## src/rtl/seq_pkg.sv

```systemverilog
// Shared types and sizing helpers for the layer sequencer.
package seq_pkg;

  typedef enum logic [2:0] {
    S_IDLE,
    S_LAUNCH,
    S_RUN,
    S_NEXT,
    S_FINISH,
    S_FAULT
  } seq_state_e;

  localparam int unsigned DEF_LAYERS = 3;
  localparam int unsigned DEF_RAMS   = 7;
  localparam int unsigned DEF_DEPTH  = 256;
  localparam int unsigned DEF_WIDTH  = 16;

  function automatic int unsigned addr_w(input int unsigned depth);
    return (depth <= 2) ? 1 : $clog2(depth);
  endfunction

endpackage

```

## src/rtl/seq_bus_mux.sv

```systemverilog
// Selects one layer's RAM address/write-enable slice; drives zero when not enabled.
module seq_bus_mux #(
  parameter int unsigned NUM_LAYERS = 3,
  parameter int unsigned AW         = 8,
  parameter int unsigned NUM_RAMS   = 7,
  parameter int unsigned IW         = 2
) (
  input  logic                         en,
  input  logic [IW-1:0]                sel,
  input  logic [NUM_LAYERS*AW-1:0]     layer_addr_rd,
  input  logic [NUM_LAYERS*AW-1:0]     layer_addr_wr,
  input  logic [NUM_LAYERS*NUM_RAMS-1:0] layer_wren,
  output logic [AW-1:0]                ram_addr_rd,
  output logic [AW-1:0]                ram_addr_wr,
  output logic [NUM_RAMS-1:0]          ram_wren
);

  always_comb begin
    ram_addr_rd = '0;
    ram_addr_wr = '0;
    ram_wren    = '0;
    if (en) begin
      for (int unsigned i = 0; i < NUM_LAYERS; i++) begin
        if (IW'(i) == sel) begin
          ram_addr_rd = layer_addr_rd[i*AW +: AW];
          ram_addr_wr = layer_addr_wr[i*AW +: AW];
          ram_wren    = layer_wren[i*NUM_RAMS +: NUM_RAMS];
        end
      end
    end
  end

endmodule

```

## src/rtl/layer_sequencer.sv

```systemverilog
// Runs each layer engine in turn via start/done handshakes, grants the shared
// RAM bus to the active layer, ping-pongs banks and traps hung layers.
module layer_sequencer
  import seq_pkg::*;
#(
  parameter int unsigned NUM_LAYERS     = DEF_LAYERS,
  parameter int unsigned NUM_RAMS       = DEF_RAMS,
  parameter int unsigned RAM_DEPTH      = DEF_DEPTH,
  parameter int unsigned TIMEOUT_CYCLES = 65535,
  localparam int unsigned AW  = addr_w(RAM_DEPTH),
  localparam int unsigned LW  = (NUM_LAYERS > 1) ? $clog2(NUM_LAYERS) : 1,
  localparam int unsigned WDW = $clog2(TIMEOUT_CYCLES)
) (
  input  logic                           clk,
  input  logic                           rst,
  input  logic                           start,
  output logic                           busy,
  output logic                           done,
  output logic                           error,
  output logic [LW-1:0]                  active_layer,
  output logic                           buf_sel,
  output logic [NUM_LAYERS-1:0]          layer_start,
  input  logic [NUM_LAYERS-1:0]          layer_done,
  input  logic [NUM_LAYERS*AW-1:0]       layer_addr_rd,
  input  logic [NUM_LAYERS*AW-1:0]       layer_addr_wr,
  input  logic [NUM_LAYERS*NUM_RAMS-1:0] layer_wren,
  output logic [AW-1:0]                  ram_addr_rd,
  output logic [AW-1:0]                  ram_addr_wr,
  output logic [NUM_RAMS-1:0]            ram_wren
);

  localparam logic [LW-1:0]  LAST_IDX = LW'(NUM_LAYERS - 1);
  localparam logic [WDW-1:0] WD_LIMIT = WDW'(TIMEOUT_CYCLES - 1);

  seq_state_e     state, state_nx;
  logic [LW-1:0]  idx;
  logic [WDW-1:0] watchdog;
  logic           grant;

  always_ff @(posedge clk) begin
    if (rst) state <= S_IDLE;
    else     state <= state_nx;
  end

  always_ff @(posedge clk) begin
    if (rst) begin
      idx      <= '0;
      buf_sel  <= 1'b0;
      watchdog <= '0;
    end else begin
      case (state)
        S_IDLE: if (start) begin
          idx     <= '0;
          buf_sel <= 1'b0;
        end
        S_LAUNCH: watchdog <= '0;
        S_RUN:    watchdog <= watchdog + WDW'(1);
        S_NEXT: begin
          idx     <= idx + LW'(1);
          buf_sel <= ~buf_sel;
        end
        default: ;
      endcase
    end
  end

  // Completion is checked before the watchdog so a done on the limit cycle advances.
  always_comb begin
    state_nx = state;
    case (state)
      S_IDLE:   if (start) state_nx = S_LAUNCH;
      S_LAUNCH: state_nx = S_RUN;
      S_RUN: begin
        if (layer_done[idx])         state_nx = (idx == LAST_IDX) ? S_FINISH : S_NEXT;
        else if (watchdog == WD_LIMIT) state_nx = S_FAULT;
      end
      S_NEXT:   state_nx = S_LAUNCH;
      S_FINISH: state_nx = S_IDLE;
      S_FAULT:  state_nx = S_FAULT;
      default:  state_nx = S_IDLE;
    endcase
  end

  always_comb begin
    busy        = (state != S_IDLE) && (state != S_FAULT);
    done        = (state == S_FINISH);
    error       = (state == S_FAULT);
    grant       = (state == S_LAUNCH) || (state == S_RUN);
    layer_start = '0;
    if (state == S_LAUNCH) layer_start[idx] = 1'b1;
  end

  assign active_layer = idx;

  seq_bus_mux #(
    .NUM_LAYERS (NUM_LAYERS),
    .AW         (AW),
    .NUM_RAMS   (NUM_RAMS),
    .IW         (LW)
  ) u_bus_mux (
    .en            (grant),
    .sel           (idx),
    .layer_addr_rd (layer_addr_rd),
    .layer_addr_wr (layer_addr_wr),
    .layer_wren    (layer_wren),
    .ram_addr_rd   (ram_addr_rd),
    .ram_addr_wr   (ram_addr_wr),
    .ram_wren      (ram_wren)
  );

endmodule
```

## config.mk

```make
export PLATFORM = sky130hd
export DESIGN_NAME = layer_sequencer
export DESIGN_NICKNAME = d
export VERILOG_FILES = /design/src/rtl/seq_pkg.sv /design/src/rtl/seq_bus_mux.sv /design/src/rtl/layer_sequencer.sv
export SDC_FILE = /design/constraint.sdc
export NUM_CORES = 1
export LEC_CHECK = 0
export BUFFER_PORTS_ARGS = -buffer_cell sky130_fd_sc_hd__buf_4
export CORE_UTILIZATION = 39
export DETAILED_ROUTE_END_ITERATION = 8
export PLACE_DENSITY_LB_ADDON = 0.3
export SLEW_MARGIN = 20
export SYNTH_ARGS = -nofsm -noshare
export SYNTH_HDL_FRONTEND = slang
export SYNTH_SLANG_ARGS = --single-unit
```

## constraint.sdc

```tcl
create_clock -name clk -period 3.55 [get_ports clk]
set_input_delay 0.5325 -clock clk [delete_from_list [all_inputs] [get_ports clk]]
set_output_delay 0.5325 -clock clk [all_outputs]
set_load 0.05 [all_outputs]
```

==> results of run 1 <==
## placed cells by master, fill, tap and decap left out, types with 2 or more instances in the layout
| master | netlist | layout |
|---|---|---|
| a21oi_1 | 17 | 17 |
| o41ai_1 | 2 | 2 |
| ha_1 | 5 | 5 |
| nor2_1 | 14 | 14 |
| a31oi_1 | 4 | 4 |
| nand3b_1 | 3 | 3 |
| o211a_1 | 2 | 2 |
| nor3_1 | 24 | 24 |
| nand2b_1 | 2 | 2 |
| clkbuf_8 | 0 | 3 |
| nand4_1 | 8 | 8 |
| nand2_1 | 11 | 11 |
| mux2_2 | 2 | 2 |
| nor2b_1 | 24 | 24 |
| mux2i_1 | 2 | 2 |
| o2111ai_1 | 2 | 2 |
| nand3_1 | 4 | 4 |
| or4_1 | 5 | 5 |
| a221oi_1 | 22 | 22 |
| o21ai_0 | 6 | 6 |
| dfxtp_1 | 22 | 22 |
| o21a_1 | 4 | 4 |
| o211ai_1 | 2 | 2 |
| inv_1 | 4 | 4 |
| and3_1 | 7 | 7 |
| and4_1 | 3 | 3 |
| or3_1 | 2 | 2 |
| buf_4 | 0 | 110 |
## power by group through the flow
stage               Combinational (mW)  Sequential (mW)  Clock, mW
detailed placement               0.778            0.289          0
global route                     0.830            0.287      0.253
finish                           0.778            0.284      0.238
global placement                 0.775            0.288          0
CTS                              0.780            0.283      0.241
floorplan                        0.553            0.277          0
## worst max-delay path, cell delays in order, from the launching register on
cell,delay (ps)
dfxtp_1,660
xor2_1,190
nand2b_1,480
nor3_1,360
buf_4,240
## stage by stage
stage / hold slack (ps) / power [mW] / worst slack, ps / cells / utilization [%]
3_3_place_gp: 465 / 1.06 / 1110 / 380 / 59.0
5_1_grt: 517 / 1.37 / 569 / 384 / 60.6
4_1_cts: 478 / 1.30 / 804 / 384 / 60.6
2_1_floorplan: 435 / 0.830 / 170 / 241 / -
6_report: 475 / 1.30 / 819 / 384 / 60.6
3_5_place_dp: 465 / 1.07 / 1090 / 380 / 59.0
## logic make-up (layout without fill, tap and decap cells)
family | after synthesis | in the layout | synth area share [%]
compound gates | 66 | 66 | 26.3
xor+xnor | 2 | 2 | 0.970
fa+ha+maj | 5 | 5 | 3.46
buf+inv | 27 | 118 | 6.02
flops | 22 | 22 | 24.4
mux | 4 | 4 | 2.35
simple gates | 115 | 115 | 36.5
## registers in the layout, indices dropped and copies added, names as in the netlist
register      count
active_layer      2
watchdog         16
state             3
buf_sel           1
## final timing paths
check / startpoint / endpoint / slack, ps
worst max register to register: state[0] / watchdog[11] / 1360
worst max-delay path: state[0] / ram_addr_rd[4] / 820
worst min-delay path: watchdog[15] / watchdog[15] / 470
worst min register to register: watchdog[15] / watchdog[15] / 470
## area by class of cell
type                    instances  share of cell area (%)
inverters                       4                   0.561
well taps                      52                    2.43
repair buffers                110                    30.9
flip-flops and latches         22                    16.5
multi-input cells             192                    47.0
clock buffers                   3                    1.54
clock inverters                 1                    1.12
## per-layer routing
metal / track usage [%] / up-vias / routed length (um)
li1: - / 1102 / -
met1: 28.2 / 1005 / 2420
met2: 39.4 / 75 / 2760
met3: 4.76 / 10 / 340
met4: 6.44 / 0 / 103
met5: 0 / - / 0
==> summary.txt, run 1 <==
Drt
  – Routed length per instance: 14.7 um
  – Drt initial violations: 86
  – First-pass DRT Iterations: 4
  – Vias post-DR: 2192
  – Antenna-violating nets left: 0
  – Routed WL: 5630 um
  – DR DRC count: 0
  – Vias per std cell: 5.71

Power and ir drop
  – Clock power frac: 18.3%
  – Net Sw Power: 626 uW
  – PD cells: 486 nW/um^2
  – Peak supply drop: 0.000449 V
  – Combinational share of power: 59.9%
  – Sequential share of power: 21.8%
  – Sw Share: 48.2%
  – Internal power: 674 uW
  – LEAKAGE: 1.16 nW

CTS
  – CTS tree: yes
  – CTS buffer count: 3
  – Longest Clk Path Bufs: 2
  – H-tree depth: 1
  – CTS root buf: clkbuf_8
  – Clock-pin transition on the worst setup and hold timing paths: 80 ps
  – Hold-fix buffers at CTS: 0
  – Clk_lat worst skew: 270 ps
  – # Post-CTS Setup Buffers: 0
  – CTS sink count: 22
  – CTS resizes: 0

Finish
  – Final net count: 413
  – Final instance area: 2680 sq um
  – Multi-input gate area: 1260 sq um
  – Synthesis-to-finish area growth: 48.1%
  – FF/Latch Area: 440 sq um
  – Antenna cells: 0
  – Fillers: 395
  – Layout cells sized above 1: 36.1%

Floorplanning
  – Die X: 70.1 um
  – I/O Pins: 107
  – Die area: 4910 sq um
  – Height of the die: 70.1 um
  – Num rows: 24
  – Core area: 4410 sq um
  – Initial core utilization: 40.9%

STA
  – Final setup vio count: 0
  – Final hold violation count: 0
  – Clock Skew: 8.89 ps
  – Final Critical Period: 2730 ps
  – RSZ-0062 raised after global routing: false
  – Tcrit/Tclk final: 76.9%
  – Fmax achieved: 366 MHz
  – Max-slew violation count: 0
  – Actual slew at the worst max-slew pin: 873 ps
  – Setup TNS: 0 ps
  – Worst rel slew slack: 41.8%

Synthesis
  – Post-synthesis average cell area: 7.50 sq um
  – Distinct cells, synth: 43
  – Seq/Total Area, Yosys: 24.4%
  – Yosys reg bits: 22
  – Synthesis warning total: 0
  – Main synth FF type: dfxtp_1
  – Number of enable flip-flop cells after synthesis: 0
  – Syn_nets: 321
  – Synthesized area: 1810 sq um
  – Synth top area share: 24.4%
  – Top cells by count, synth: nor2b_1 (24), nor3_1 (24), a221oi_1 (22), clkbuf_1 (22), dfxtp_1 (22)
  – Fraction of registers with async set/reset: 0%
  – Cell accounting for the most synthesized area: dfxtp_1
  – Most area-consuming cells after synthesis: dfxtp_1 (24%), a221oi_1 (11%), nor2b_1 (8.3%)
  – Synthesized instance count: 241

Global route
  – Largest net degree at the start of global routing: 51
  – Grt ovf: 0
  – Total track usage: 22.7%
  – First-pass GRT wire length: 9380 um
  – Vias in the first global route: 2033
  – Initial antenna violation count: 0

Placed design
  – Port Buffer Count: 106
  – GPL Wtd Cong: 0.777
  – DP Wirelength: 4200 um
  – Placed Instance Area: 2600 sq um

Min path
  – Hold Path Stages: 1
  – Hold Crit Class: reg -> reg

Setup path
  – CP startpoint kind: register
  – Critical path type: reg -> out
  – Crit end category: output port
  – Critical path arrival: 2200 ps
  – Worst r2r path cells: 4
  – Crit path max fanout: 24
  – Required time worst endpoint: 3020 ps

Run status
  – Status: finished clean

Flow run
  – Max Cap Viol: 0
Power figures use the tool's default switching activity.
==> run 2: changes to the inputs <==
Clock period 3.55 ns to 2.7 ns, I/O delays scaled along.
==> run 2 against run 1 <==
Effect of this change:
- die area stayed put
- combinational power rose by 62%
- flip-flop and latch count unchanged
- via count increased by 3.6%
- power rose by 43%
- register-to-register slack got worse by 840 ps
- sequential share of layout area fell by 1.4 points
- cell count is 0.52% higher
- hold slack got worse by 11 ps
- largest cell class unchanged
- global-route usage rose by 1.5 points
==> summary.txt, run 2 (synthesis gave the netlist of run 1 again) <==
Drt
  – Routed WL: 6180 um (+9.7%)
  – DR DRC count: 0 (unchanged)
  – Vias post-DR: 2271 (+3.6%)
  – Drt initial violations: 132 (+53%)
  – Vias per std cell: 5.88 (+3.1%)
  – Antenna-violating nets left: 0 (unchanged)
  – Routed length per instance: 16.0 um (+9.1%)
  – First-pass DRT Iterations: 4 (unchanged)

STA
  – Final setup vio count: 0 (unchanged)
  – Worst Hold Slack: 464 ps (-11.1 ps)
  – Fmax achieved: 403 MHz
  – Final hold violation count: 0 (unchanged)
  – Final Critical Period: 2480 ps
  – RSZ-0062 raised after global routing: false
  – Final WS setup: 221 ps (-597 ps)
  – Clock Skew: 4.55 ps (-4.34 ps)
  – Max-slew violation count: 0 (unchanged)
  – Tcrit/Tclk final: 91.8%
  – Actual slew at the worst max-slew pin: 523 ps (-351 ps)
  – Worst rel slew slack: 65.1% (+23 points)

Setup path
  – CP startpoint kind: register
  – Required time worst endpoint: 2300 ps (-720 ps)
  – Critical path arrival: 2070 ps (-130 ps)
  – Critical path type: reg -> out
  – Crit path max fanout: 22 (-8.3%)
  – Crit end category: output port

CTS
  – H-tree depth: 1 (unchanged)
  – CTS resizes: 0 (unchanged)
  – Longest Clk Path Bufs: 2 (unchanged)
  – CTS root buf: clkbuf_8
  – CTS sink count: 22 (unchanged)
  – CTS tree: yes
  – CTS buffer count: 3 (unchanged)
  – Clk_lat worst skew: 250 ps (-20 ps)
  – Clock-pin transition on the worst setup and hold timing paths: 80 ps (about the same)
  – # Post-CTS Setup Buffers: 0 (unchanged)
  – Hold-fix buffers at CTS: 0 (unchanged)

Finish
  – Utilization after layout: 66.4% (+5.8 points)
  – Commonest non-fill, non-tap cells in the layout: buf_4 (110), nor2b_1 (24), a221oi_1 (22), dfxtp_1 (22), nor3_4 (19)
  – Final net count: 415 (+0.48%)
  – Max FFs per register: 16 (unchanged)
  – Layout cells sized above 1: 43.4% (+7.3 points)
  – Biggest register: watchdog
  – Synthesis-to-finish area growth: 62.2%
  – Antenna cells: 0 (unchanged)
  – Finished Layout Cells: 386 (+0.52%)
  – Most common cell after layout, fill and taps aside: buf_4

Floorplanning
  – Die X: 70.1 um (unchanged)
  – Die area: 4910 sq um (unchanged)
  – Num rows: 24 (unchanged)
  – Core area: 4410 sq um (unchanged)
  – Initial core utilization: 40.9% (unchanged)
  – I/O Pins: 107 (unchanged)
  – Height of the die: 70.1 um (unchanged)

Power and ir drop
  – PD cells: 634 nW/um^2 (+31%)
  – Peak supply drop: 0.000679 V (+51%)
  – LEAKAGE: 1.19 nW (+2.7%)

Global route
  – First-pass GRT wire length: 9920 um (+5.8%)
  – Total track usage: 24.3% (+1.5 points)
  – Grt ovf: 0 (unchanged)
  – Vias in the first global route: 2002 (-1.5%)
  – Largest net degree at the start of global routing: 48 (-5.9%)
  – Initial antenna violation count: 0 (unchanged)

Min path
  – Hold Crit Class: in -> reg

Placed design
  – Dpl ws: 506 ps (-581 ps)
  – Placed insts: 382 (+0.53%)
  – Port Buffer Count: 106 (unchanged)
  – GPL Wtd Cong: 0.833 (+7.2%)
  – DP Wirelength: 4660 um (+11%)

Run status
  – Status: finished clean

Flow run
  – Max Cap Viol: 0 (unchanged)
## run 2: cell count changes in the layout (fill, tap and decap cells not counted), moves of 2 or more
cell    before  now
buf_12       0    2
nor3_4       0   19
nor3_2       0    3
nor3_1      24    2
## run 2: routing by layer
metal	up-vias	part of all wire [%]	global-route usage [%]	wire length, um
li1	1108	-	-	-
met1	1063	44	33.4	2710
met2	92	48	40.1	2960
met3	8	6.9	4.33	424
met4	0	1.2	4.44	76
met5	-	0	0	0
## run 2: report_power, final
part	internal [mW]	total, mW	switching, mW	leakage [nW]
sequential	0.338	0.372	0.0345	0.178
combinational	0.461	1.26	0.797	0.985
clock	0.130	0.228	0.0982	0.0288
## run 2: path summary, 6_finish.rpt
| kind | cells past startpoint | to | from | slack (ps) |
|---|---|---|---|---|
| min | 2 | watchdog[8] | rst | 460 |
| min reg2reg | 1 | watchdog[15] | watchdog[15] | 500 |
| max | 7 | ram_wren[0] | active_layer[0] | 220 |
| max reg2reg | 4 | watchdog[11] | state[0] | 520 |
## run 2: metrics by stage
stage	setup TNS (ps)	area (sq um)	power, mW
3_3_place_gp	0	2880	1.63
6_report	0	2930	1.86
5_1_grt	0	2930	1.95
4_1_cts	0	2930	1.87
2_1_floorplan	-135	2040	1.27
3_5_place_dp	0	2880	1.64
## run 2: final cells by class
class,instances,area [sq um]
clock buffer,4,55.1
fill,383,1480
inverter,4,15.0
multi-input combinational,192,1490
sequential,22,440
tap,52,65.1
timing repair buffer,112,866
## run 2: worst max-delay path, cell delays in order, from the launching register on
cell	delay, ps
dfxtp_1	470
inv_1	100
ha_1	240
nor2b_1	130
buf_4	200
a221oi_1	430
nor3_4	40
buf_4	200
==> run 3: changes to the inputs <==
Clock period 2.7 ns to 3.17 ns, I/O delays scaled along.
==> run 3 against run 2 <==
Effect of this change:
- die area stayed put
- worst setup slack better by 330 ps
- combinational power decreased by 26%
- critical path depth increased by 1
- flip-flop and latch count unchanged
- clock power decreased by 26%
- non-clock buffer count shrank 2
- via count decreased by 0.62%
- hold slack better by 4.1 ps
- sequential share of layout area up 1.0 points
- sequential power down 14%
==> summary.txt, run 3 (synthesis gave the netlist of run 1 again) <==
Drt
  – Vias per std cell: 5.89 (+0.16%)
  – First-pass DRT Iterations: 5 (+1)
  – Routed WL: 6010 um (-2.6%)
  – Antenna-violating nets left: 0 (unchanged)
  – DR DRC count: 0 (unchanged)
  – Drt initial violations: 112 (-15%)
  – Routed length per instance: 15.7 um (-1.9%)
  – Vias post-DR: 2257 (-0.62%)

STA
  – Final setup vio count: 0 (unchanged)
  – Final Critical Period: 2620 ps
  – Clock Skew: 4.17 ps (-0.376 ps)
  – Worst Hold Slack: 468 ps (+4.05 ps)
  – Actual slew at the worst max-slew pin: 565 ps (+41.7 ps)
  – Tcrit/Tclk final: 82.6%
  – Fmax achieved: 382 MHz
  – RSZ-0062 raised after global routing: false
  – Setup TNS: 0 ps (unchanged)
  – Final WS setup: 552 ps (+330 ps)
  – Final hold violation count: 0 (unchanged)
  – Max-slew violation count: 0 (unchanged)
  – Worst rel slew slack: 62.2% (-2.9 points)

Floorplanning
  – Initial core utilization: 40.9% (unchanged)
  – Height of the die: 70.1 um (unchanged)
  – Num rows: 24 (unchanged)
  – I/O Pins: 107 (unchanged)
  – Die X: 70.1 um (unchanged)
  – Core area: 4410 sq um (unchanged)
  – Die area: 4910 sq um (unchanged)

Placed design
  – DP Wirelength: 4520 um (-2.9%)
  – Port Buffer Count: 106 (unchanged)
  – Dpl ws: 843 ps (+337 ps)
  – Placed insts: 380 (-0.52%)
  – GPL Wtd Cong: 0.817 (-1.8%)

Global route
  – Vias in the first global route: 2084 (+4.1%)
  – Grt ovf: 0 (unchanged)
  – Largest net degree at the start of global routing: 48 (unchanged)
  – Initial antenna violation count: 0 (unchanged)
  – Total track usage: 24.0% (-0.28 points)
  – First-pass GRT wire length: 9750 um (-1.7%)

CTS
  – CTS resizes: 0 (unchanged)
  – CTS root buf: clkbuf_8
  – Longest Clk Path Bufs: 2 (unchanged)
  – CTS tree: yes
  – Hold-fix buffers at CTS: 0 (unchanged)
  – H-tree depth: 1 (unchanged)
  – # Post-CTS Setup Buffers: 0 (unchanged)
  – Clock-pin transition on the worst setup and hold timing paths: 70 ps (about the same)
  – CTS sink count: 22 (unchanged)
  – CTS buffer count: 3 (unchanged)
  – Clk_lat worst skew: 260 ps (about the same)

Finish
  – Max FFs per register: 16 (unchanged)
  – Biggest register: watchdog
  – Final net count: 413 (-0.48%)
  – Layout cells sized above 1: 42.0% (-1.4 points)
  – Finished Layout Cells: 383 (-0.78%)
  – Synthesis-to-finish area growth: 51.9%
  – Most common cell after layout, fill and taps aside: buf_4
  – Antenna cells: 0 (unchanged)
  – Commonest non-fill, non-tap cells in the layout: buf_4 (110), nor2b_1 (24), a221oi_1 (22), dfxtp_1 (22), nor3_2 (20)

Flow run
  – Max Cap Viol: 0 (unchanged)

Power and ir drop
  – LEAKAGE: 1.17 nW (-2.0%)
  – Total chip power: 1.42 mW (-24%)
  – Peak supply drop: 0.000389 V (-43%)
  – PD cells: 517 nW/um^2 (-18%)

Setup path
  – RR Endpoint: watchdog[11]
  – Worst r2r path cells: 4 (unchanged)
  – R2r startpoint: state[0]
  – CP startpoint kind: register
  – Critical path type: reg -> out
  – Crit path max fanout: 26 (+18%)
  – Critical path arrival: 2140 ps (+70 ps)
  – R2R Setup Slk: 970 ps (+450 ps)
  – Crit end category: output port
  – Required time worst endpoint: 2690 ps (+390 ps)

Min path
  – Hold_sp: watchdog[15]
  – Hold Path Stages: 1 (-1)
  – Hold Crit Class: reg -> reg
  – Min-Delay Endpoint: watchdog[15]

Run status
  – Status: finished clean
==> run 3: worst max-delay path by stage <==
stage	depth (start not counted)	startpoint	end	slack, ps
2_1_floorplan	6	active_layer[1]	ram_addr_rd[7]	160
3_3_place_gp	5	state[0]	ram_addr_wr[7]	880
3_5_place_dp	8	active_layer[1]	ram_addr_rd[7]	840
4_1_cts	8	active_layer[1]	ram_addr_rd[7]	540
5_1_grt	8	active_layer[1]	ram_wren[6]	360
6_report	8	active_layer[1]	ram_addr_rd[7]	550
==> run 3: metrics by stage <==
step,cell area [sq um],util [%]
6_report,2750,62.2
5_1_grt,2750,62.2
4_1_cts,2750,62.2
3_5_place_dp,2700,61.3
3_3_place_gp,2700,61.3
2_1_floorplan,1910,-
==> run 3: final cells by class <==
class	instances	area, sq um
clock buffers	3	41.3
fillers	396	1670
inverters	4	15.0
multi-input cells	192	1360
flip-flops and latches	22	440
well taps	52	65.1
repair buffers	110	826
==> run 3: power by group <==
group | switching (mW) | leakage (nW) | internal [mW] | total, mW
combinational | 0.612 | 0.969 | 0.321 | 0.933
sequential | 0.0312 | 0.178 | 0.288 | 0.319
clock | 0.0829 | 0.0216 | 0.0847 | 0.168
total | 0.726 | 1.17 | 0.694 | 1.42
==> run 3: critical path, cell delays in order (launching register included) <==
cell and delay, ps:
dfxtp_1 450, inv_1 100, ha_1 200, buf_4 220, nor2b_1 130, buf_4 260
a221oi_1 120, nor3_1 170, buf_4 240
==> run 3: routing by layer <==
layer / vias to the layer above / GRT usage [%] / routed length, um
li1: 1099 / - / -
met1: 1045 / 29.7 / 2530
met2: 98 / 42.9 / 3020
met3: 15 / 3.03 / 303
met4: 0 / 7.33 / 158
met5: - / 0 / 0
